==> config.mk <==
export PLATFORM = sky130hd
export DESIGN_NAME = ring_token_arbiter
export DESIGN_NICKNAME = d
export VERILOG_FILES = /design/src/rtl/ring_arb_pkg.sv /design/src/rtl/ring_token_reg.sv /design/src/rtl/ring_token_arbiter.sv
export SDC_FILE = /design/constraint.sdc
export NUM_CORES = 1
export LEC_CHECK = 0
export BUFFER_PORTS_ARGS = -buffer_cell sky130_fd_sc_hd__buf_2
export CORE_MARGIN = 1.5
export CORE_UTILIZATION = 45
export DETAILED_ROUTE_END_ITERATION = 12
export PLACE_DENSITY = 0.69
export SKIP_LAST_GASP = 1
export SYNTH_ARGS = -nofsm -noshare
export SYNTH_HDL_FRONTEND = slang
export SYNTH_SLANG_ARGS = --single-unit
==> constraint.sdc <==
create_clock -name CK -period 1.8 [get_ports CK]
set_clock_uncertainty 0.05 [all_clocks]
set_input_delay 0.27 -clock CK [delete_from_list [all_inputs] [get_ports CK]]
set_output_delay 0.27 -clock CK [all_outputs]
set_load 0.03 [all_outputs]
==> src/rtl/ring_arb_pkg.sv <==
// Shared types and width helpers for the ring token arbiter.
package ring_arb_pkg;

  typedef enum logic {
    IDLE  = 1'b0,
    GRANT = 1'b1
  } arb_state_t;

  function automatic int idx_width(input int n);
    return (n > 1) ? $clog2(n) : 1;
  endfunction

  function automatic int cnt_width(input int max_hold);
    return $clog2(max_hold + 1);
  endfunction

endpackage

==> src/rtl/ring_token_reg.sv <==
// One-hot token register: resets to requester 0, loads one-hot(idx+1 mod NUM_REQ).
module ring_token_reg
  import ring_arb_pkg::*;
#(
  parameter int NUM_REQ = 4,
  parameter int IW      = idx_width(NUM_REQ)
) (
  input  logic               CK,
  input  logic               RST,
  input  logic               load,
  input  logic [IW-1:0]      idx,
  output logic [NUM_REQ-1:0] token
);

  if (NUM_REQ == 1) begin : g_single
    assign token = 1'b1;
  end else begin : g_ring
    logic [NUM_REQ-1:0] token_nxt;

    always_comb begin
      token_nxt = '0;
      for (int i = 0; i < NUM_REQ; i++) begin
        if (IW'(i) == idx) token_nxt[(i + 1) % NUM_REQ] = 1'b1;
      end
    end

    always_ff @(posedge CK) begin
      if (!RST) token <= NUM_REQ'(1);
      else if (load) token <= token_nxt;
    end
  end

endmodule

==> src/rtl/ring_token_arbiter.sv <==
// Round-robin token arbiter with held grants; define RING_ARB_TIMEOUT_EN to
// force release after MAX_HOLD consecutive grant cycles.
//
// state | meaning
// IDLE  | no grant; search from token for a winner when EN=1
// GRANT | GNT held until the winner drops REQ (or hold limit)
module ring_token_arbiter
  import ring_arb_pkg::*;
#(
  parameter int NUM_REQ  = 4,
  parameter int MAX_HOLD = 255
) (
  input  logic                           CK,
  input  logic                           RST,
  input  logic                           EN,
  input  logic [NUM_REQ-1:0]             REQ,
  output logic [NUM_REQ-1:0]             GNT,
  output logic [idx_width(NUM_REQ)-1:0]  GNT_IDX,
  output logic                           BUSY,
  output logic                           TIMEOUT
);

  localparam int IW = idx_width(NUM_REQ);

  if (NUM_REQ < 1 || NUM_REQ > 32 || MAX_HOLD < 2 || MAX_HOLD > 65535) begin : g_bad_param
    $error("ring_token_arbiter: NUM_REQ or MAX_HOLD out of range");
  end

  arb_state_t         state, state_nxt;
  logic [NUM_REQ-1:0] token;
  logic [NUM_REQ-1:0] gnt_nxt;
  logic [IW-1:0]      idx_nxt;
  logic [IW-1:0]      tok_pos;
  logic [IW-1:0]      winner;
  logic               found;
  logic               tok_load;
  logic               limit_hit;

  ring_token_reg #(
    .NUM_REQ (NUM_REQ),
    .IW      (IW)
  ) u_token (
    .CK    (CK),
    .RST   (RST),
    .load  (tok_load),
    .idx   (GNT_IDX),
    .token (token)
  );

  always_comb begin
    tok_pos = '0;
    for (int i = 0; i < NUM_REQ; i++) begin
      if (token[i]) tok_pos = IW'(i);
    end
  end

  // Walk offsets from the far end down so the smallest offset from the token wins.
  always_comb begin
    found  = 1'b0;
    winner = '0;
    for (int i = NUM_REQ - 1; i >= 0; i--) begin
      if (REQ[(int'(tok_pos) + i) % NUM_REQ]) begin
        found  = 1'b1;
        winner = IW'((int'(tok_pos) + i) % NUM_REQ);
      end
    end
  end

  always_comb begin
    state_nxt = state;
    gnt_nxt   = GNT;
    idx_nxt   = GNT_IDX;
    tok_load  = 1'b0;
    case (state)
      IDLE: begin
        if (EN && found) begin
          state_nxt       = GRANT;
          gnt_nxt         = '0;
          gnt_nxt[winner] = 1'b1;
          idx_nxt         = winner;
        end
      end
      GRANT: begin
        if (!REQ[GNT_IDX] || limit_hit) begin
          state_nxt = IDLE;
          gnt_nxt   = '0;
          idx_nxt   = '0;
          tok_load  = 1'b1;
        end
      end
      default: state_nxt = IDLE;
    endcase
  end

  always_ff @(posedge CK) begin
    if (!RST) begin
      state   <= IDLE;
      GNT     <= '0;
      GNT_IDX <= '0;
    end else begin
      state   <= state_nxt;
      GNT     <= gnt_nxt;
      GNT_IDX <= idx_nxt;
    end
  end

  assign BUSY = (state == GRANT);

`ifdef RING_ARB_TIMEOUT_EN
  localparam int CW = cnt_width(MAX_HOLD);

  logic [CW-1:0] hold_cnt;
  logic          timeout_q;

  // hold_cnt equals (grant cycles so far - 1); the limit fires in the MAX_HOLD-th cycle.
  assign limit_hit = (hold_cnt == CW'(MAX_HOLD - 1));

  always_ff @(posedge CK) begin
    if (!RST) begin
      hold_cnt  <= '0;
      timeout_q <= 1'b0;
    end else begin
      hold_cnt  <= (state == GRANT) ? hold_cnt + CW'(1) : '0;
      timeout_q <= (state == GRANT) && REQ[GNT_IDX] && limit_hit;
    end
  end

  assign TIMEOUT = timeout_q;
`else
  assign limit_hit = 1'b0;
  assign TIMEOUT   = 1'b0;
`endif

endmodule

# --- After elaboration in Yosys (flattened, before gate mapping) ---
# Index checks and enable logic that the tools add are counted.
word_totals:
  n_memories: 0
  word_cells: 71
  input_bits: 7
  mem_bits_ro: 0
  mem_bits_rw: 0
  out_inout_bits: 8
  latch_bits: 0
  register_bits: 11
op_classes:
  reduce_logical: 7
  n_div: 0
  shifts: 0
  bitwise: 4
  mux: 41
  mul: 0
  eq_ne: 5
  n_addsub: 3
  magnitude_cmp: 7
op_table:
  columns: ["operator", "n"]
  rows:
  - ["$mux W1", 22]
  - ["$mux W2", 8]
  - ["$lt A3 B4 Y1 const B", 3]
  - ["$bmux W1 S2", 5]
  - ["$lt A2 B3 Y1 const B", 3]
  - ["$mux W4", 2]
  - ["$pmux W4 S2", 1]
  - ["$reduce_or A2 Y1", 3]
  - ["$add A2 B2 Y2 const B", 2]
  - ["$eq A2 B2 Y1 const A", 2]
  - ["$ne A2 B2 Y1 const B", 2]
  - ["$pmux W2 S2", 1]
  - ["$and A1 B1 Y1 const A", 3]
  - ["$add A2 B1 Y2 const B", 1]
  - ["$demux W1 S2", 1]
  - ["$eq A1 B2 Y1 const A", 1]
  - ["$ge A2 B1 Y1 const B", 1]
  - ["$logic_and A1 B1 Y1", 2]
  - ["$logic_not A2 Y1", 1]
  - ["$pmux W1 S2", 1]
  - ["$reduce_and A2 Y1", 1]
  - ["$not A1 Y1", 1]

# --- Depth between registers and ports, before layout ---
depth:
  depth_word: 19
  depth_mapped: 6
  ltp_nobuf: 5

# --- By module ---
# A second synthesis with hierarchy kept.
hier_totals:
  cells_unflattened: 74
  area_unflattened_um2: 670.6
by_module_without_submodules:
  columns: ["module", "cells_per_inst", "n_inst", "seq_area_each_um2", "area_each_um2"]
  rows:
  - ["ring_token_arbiter", 58, 1, 140.1, 508.0]
  - ["ring_token_reg", 16, 1, 80.1, 162.7]

# --- Worst setup path after synthesis ---
# OpenSTA, ideal clock, no wires.
synth_path:
  path_type: "register to register"
  start: "register GNT_IDX[0]"
  end: "register GNT_IDX[0]"
  setup_slack_ns: -0.151
  t_arrival_ns: 1.784
  setup_ns: 0.117
  stages_incl_launch_ff: 6
  required_time_ns: 1.633
  path_buffers: 1
  synth_period_minus_slack_ns: 1.951
  path_cell_list: "dfxtp_1 -> mux4_2 -> nand2b_4 -> buf_6 -> and3_4 -> a22o_1"
synth_between:
  elab_chain_cells: 4
synth_rtl:
  columns: ["element", "line_no", "rtl"]
  rows:
  - ["start: declaration", "ring_token_arbiter.sv:18", "output logic [idx_width(NUM_REQ)-1:0] GNT_IDX,"]
  - ["start signal: assignment", "ring_token_arbiter.sv:103", "GNT_IDX <= idx_nxt;"]
  - ["$bmux W1 S2", "ring_token_arbiter.sv:84", "if (!REQ[GNT_IDX] || limit_hit) begin"]
  - ["$mux W1 (implied by the code)", "ring_token_arbiter.sv:84", null]
  - ["$ne A2 B2 Y1 (no source line)", null, null]
  - ["$reduce_and A2 Y1 (no source line)", null, null]
# Every way passes these cells. The select of a mux whose other input is x is not followed.
# A chain may end at the register's enable or synchronous reset.

# --- Worst setup path after layout ---
# Ends and elaborated chain as after synthesis.

==> flow_metrics.py <==
metrics = {
    "clock_tree": {
        "holdBufCountCts": 0,
        "clk_pin_slew_ns": 0.07,
        "h-tree-depth": 1,
        "cts_buffers": 3,
        "post_cts_resized": 0,
        "clk_latency_ns": 0.26,
        "cts-root-buf": "clkbuf_4",
        "cts_tree": "built",
        "cts.path.max_buffers": 2,
        "numClockSinks": 10,
        "post_cts_buffers": 0,
    },
    "setup_path": {
        "worstPathCellList": "mux4_2 > nand2b_4 > and3_4 > a22o_1",
        "start_kind": "flip-flop",
        "slowest_stage": "mux4_2",
        "worstPathArrival_ns": 1.77,
        "cp-end-kind": "flip-flop",
        "worstPathMaxFanout": 8,
        "critPathMaxStageDelay_ns": 0.51,
        "worst-endpoint-required_ns": 1.90,
        "path_class": "flip-flop to flip-flop",
    },
    "die": {
        "die_h_um": 40.1,
        "die_w_um": 40.1,
        "dieArea_um2": 1610,
        "io_pins": 15,
        "initial_utilization": 0.483,
        "core.rowCount": 13,
        "core_um2": 1280,
    },
    "detailed_routing": {
        "vias": 587,
        "wirelength_um": 1280,
        "vias_per_cell": 5.59,
        "drt_first_pass_iters": 4,
        "detail-route-antenna-nets": 0,
        "drc": 0,
        "drt-wirelength-per-cell_um": 12.2,
        "drtIter0Drc": 6,
    },
    "sta": {
        "period_needed_ns": 1.68,
        "rsz0062_at_grt": "no",
        "timing.final.hold_violations": 0,
        "fin_setup_tns_ns": 0,
        "clock.fmax_ghz": 0.597,
        "timing.final.crit_share": 0.931,
        "setup_violations": 0,
        "final-max-slew-violation-count": 0,
    },
    "power": {
        "vdd_drop_max_v": 0.000301,
        "p_leak_nw": 0.313,
        "power_density_nw_per_um2": 740,
        "finalPower_uw": 528,
    },
    "logic_synthesis": {
        "ys_async_sr_fraction": 0,
        "synthDistinctLibCells": 33,
        "synthCells": 76,
        "ys_seq_area_frac": 0.323,
        "synthFlopType": "dfxtp_1",
        "yosys_warnings": 0,
        "synth-edff-count": 0,
        "syn_area_um2": 621,
        "avgSynthCellArea_um2": 8.17,
        "synth_seq_cells": 10,
        "synthesis.nets": 83,
    },
    "final_layout": {
        "final_cell_mix": "13 x buf_2, 9 x dfxtp_1, 9 x nor2_1",
        "multi_input_area_um2": 369,
        "drive_gt1_frac": 0.267,
        "nNetsFinal": 98,
        "area_delta_synth_final_pct": 14.9,
        "register_area_um2": 204,
        "nFillCells": 135,
        "final_common_cell": "buf_2",
        "fin_cells": 105,
        "antenna_cells": 0,
    },
    "global_routing": {
        "grt_max_degree": 10,
        "grt_usage": 0.184,
        "grt-ovfl-total": 0,
        "grt_pass1_vias": 476,
        "antenna_found_initial": 0,
        "grt_pass1_wl_um": 2010,
    },
    "placement": {
        "io_buffer_count": 13,
        "dpl.hpwl_um": 981,
        "gp_congestion": 0.793,
        "dp.cells": 101,
    },
    "worst_hold_path": {
        "hold_class": "primary input to flip-flop",
    },
    "job": {
        "cap_violations": 0,
    },
    "outcome": {
        "outcome": "completed",
    },
}
## worst paths after layout
kind / startpoint / endpoint / slack, ns / depth (start not counted)
hold reg to reg: GNT[2]$_SDFFE_PN0P_ / GNT[2]$_SDFFE_PN0P_ / 0.40 / 2
setup / recovery: GNT_IDX[0]$_SDFFE_PN0P_ / GNT_IDX[0]$_SDFFE_PN0P_ / 0.12 / 4
setup reg to reg: GNT_IDX[0]$_SDFFE_PN0P_ / GNT_IDX[0]$_SDFFE_PN0P_ / 0.12 / 4
hold / removal: RST / GNT_IDX[1]$_SDFFE_PN0P_ / 0.19 / 2
## cells in the mapped netlist (all sizes together) (2+ instances only)
master | instances | share of area
a32o | 2 | 0.036
nor3 | 2 | 0.016
inv | 6 | 0.036
nor3b | 2 | 0.024
nand3 | 2 | 0.016
a22o | 2 | 0.028
nor2 | 9 | 0.054
o41ai | 2 | 0.028
nand2b | 3 | 0.042
nor2b | 3 | 0.030
nand2 | 6 | 0.036
a211o | 2 | 0.030
dfxtp | 10 | 0.32
o21ai | 4 | 0.032
a21oi | 5 | 0.040
buf | 4 | 0.046
## per-layer routing
layer | wire (um) | vias to the layer above | part of all wire | global-route usage
met5 | 0 | - | 0 | 0
li1 | - | 305 | - | -
met1 | 627 | 270 | 0.49 | 0.220
met3 | 53 | 2 | 0.042 | 0.0333
met4 | 6 | 0 | 0.0047 | 0.0517
met2 | 588 | 10 | 0.46 | 0.331
## power by group
group	total, mW	internal [mW]	switching, mW
Combinational	0.124	0.0499	0.0742
Clock	0.158	0.0854	0.0724
Sequential	0.246	0.233	0.0127
## stage by stage
| stage | cell area (um2) | util | hold WS, ns | setup slack (ns) |
|---|---|---|---|---|
| global placement | 687 | 0.535 | 0.381 | 0.124 |
| floorplan | 624 | - | 0.342 | 0.0525 |
| finish | 713 | 0.555 | 0.193 | 0.124 |
| detailed placement | 687 | 0.535 | 0.400 | 0.102 |
| CTS | 713 | 0.555 | 0.197 | 0.127 |
| global route | 713 | 0.555 | 0.198 | 0.0297 |
## logic make-up (layout without fill, tap and decap cells)
logic type / count (synthesis) / after routing / share of synthesized area
AND/OR/NAND/NOR: 30 / 30 / 0.258
multiplexers: 1 / 1 / 0.0363
buffers and inverters: 10 / 24 / 0.0827
other: 1 / 1 / 0.00604
flip-flops: 10 / 10 / 0.323
AO/OA/AOI/OAI: 24 / 24 / 0.294
## registers in the layout, indices dropped and copies added (netlist names)
register and cells:
BUSY 1, u_token.token 3, GNT_IDX 2, GNT 4
## worst max-delay path, delay by kind of cell, from the launching register on
| family | cells | cell delay (ns) |
|---|---|---|
| flip-flops | 1 | 0.38 |
| multiplexers | 1 | 0.51 |
| AND/OR/NAND/NOR | 2 | 0.39 |
| AO/OA/AOI/OAI | 1 | 0.24 |
## cell type report
type / instances / area share
Clock buffer: 4 / 0.0368
Inverter: 6 / 0.0316
Multi-Input combinational cell: 56 / 0.518
Sequential cell: 10 / 0.286
Tap cell: 15 / 0.0263
Timing Repair Buffer: 14 / 0.102
(Power assumes the default switching activity.)
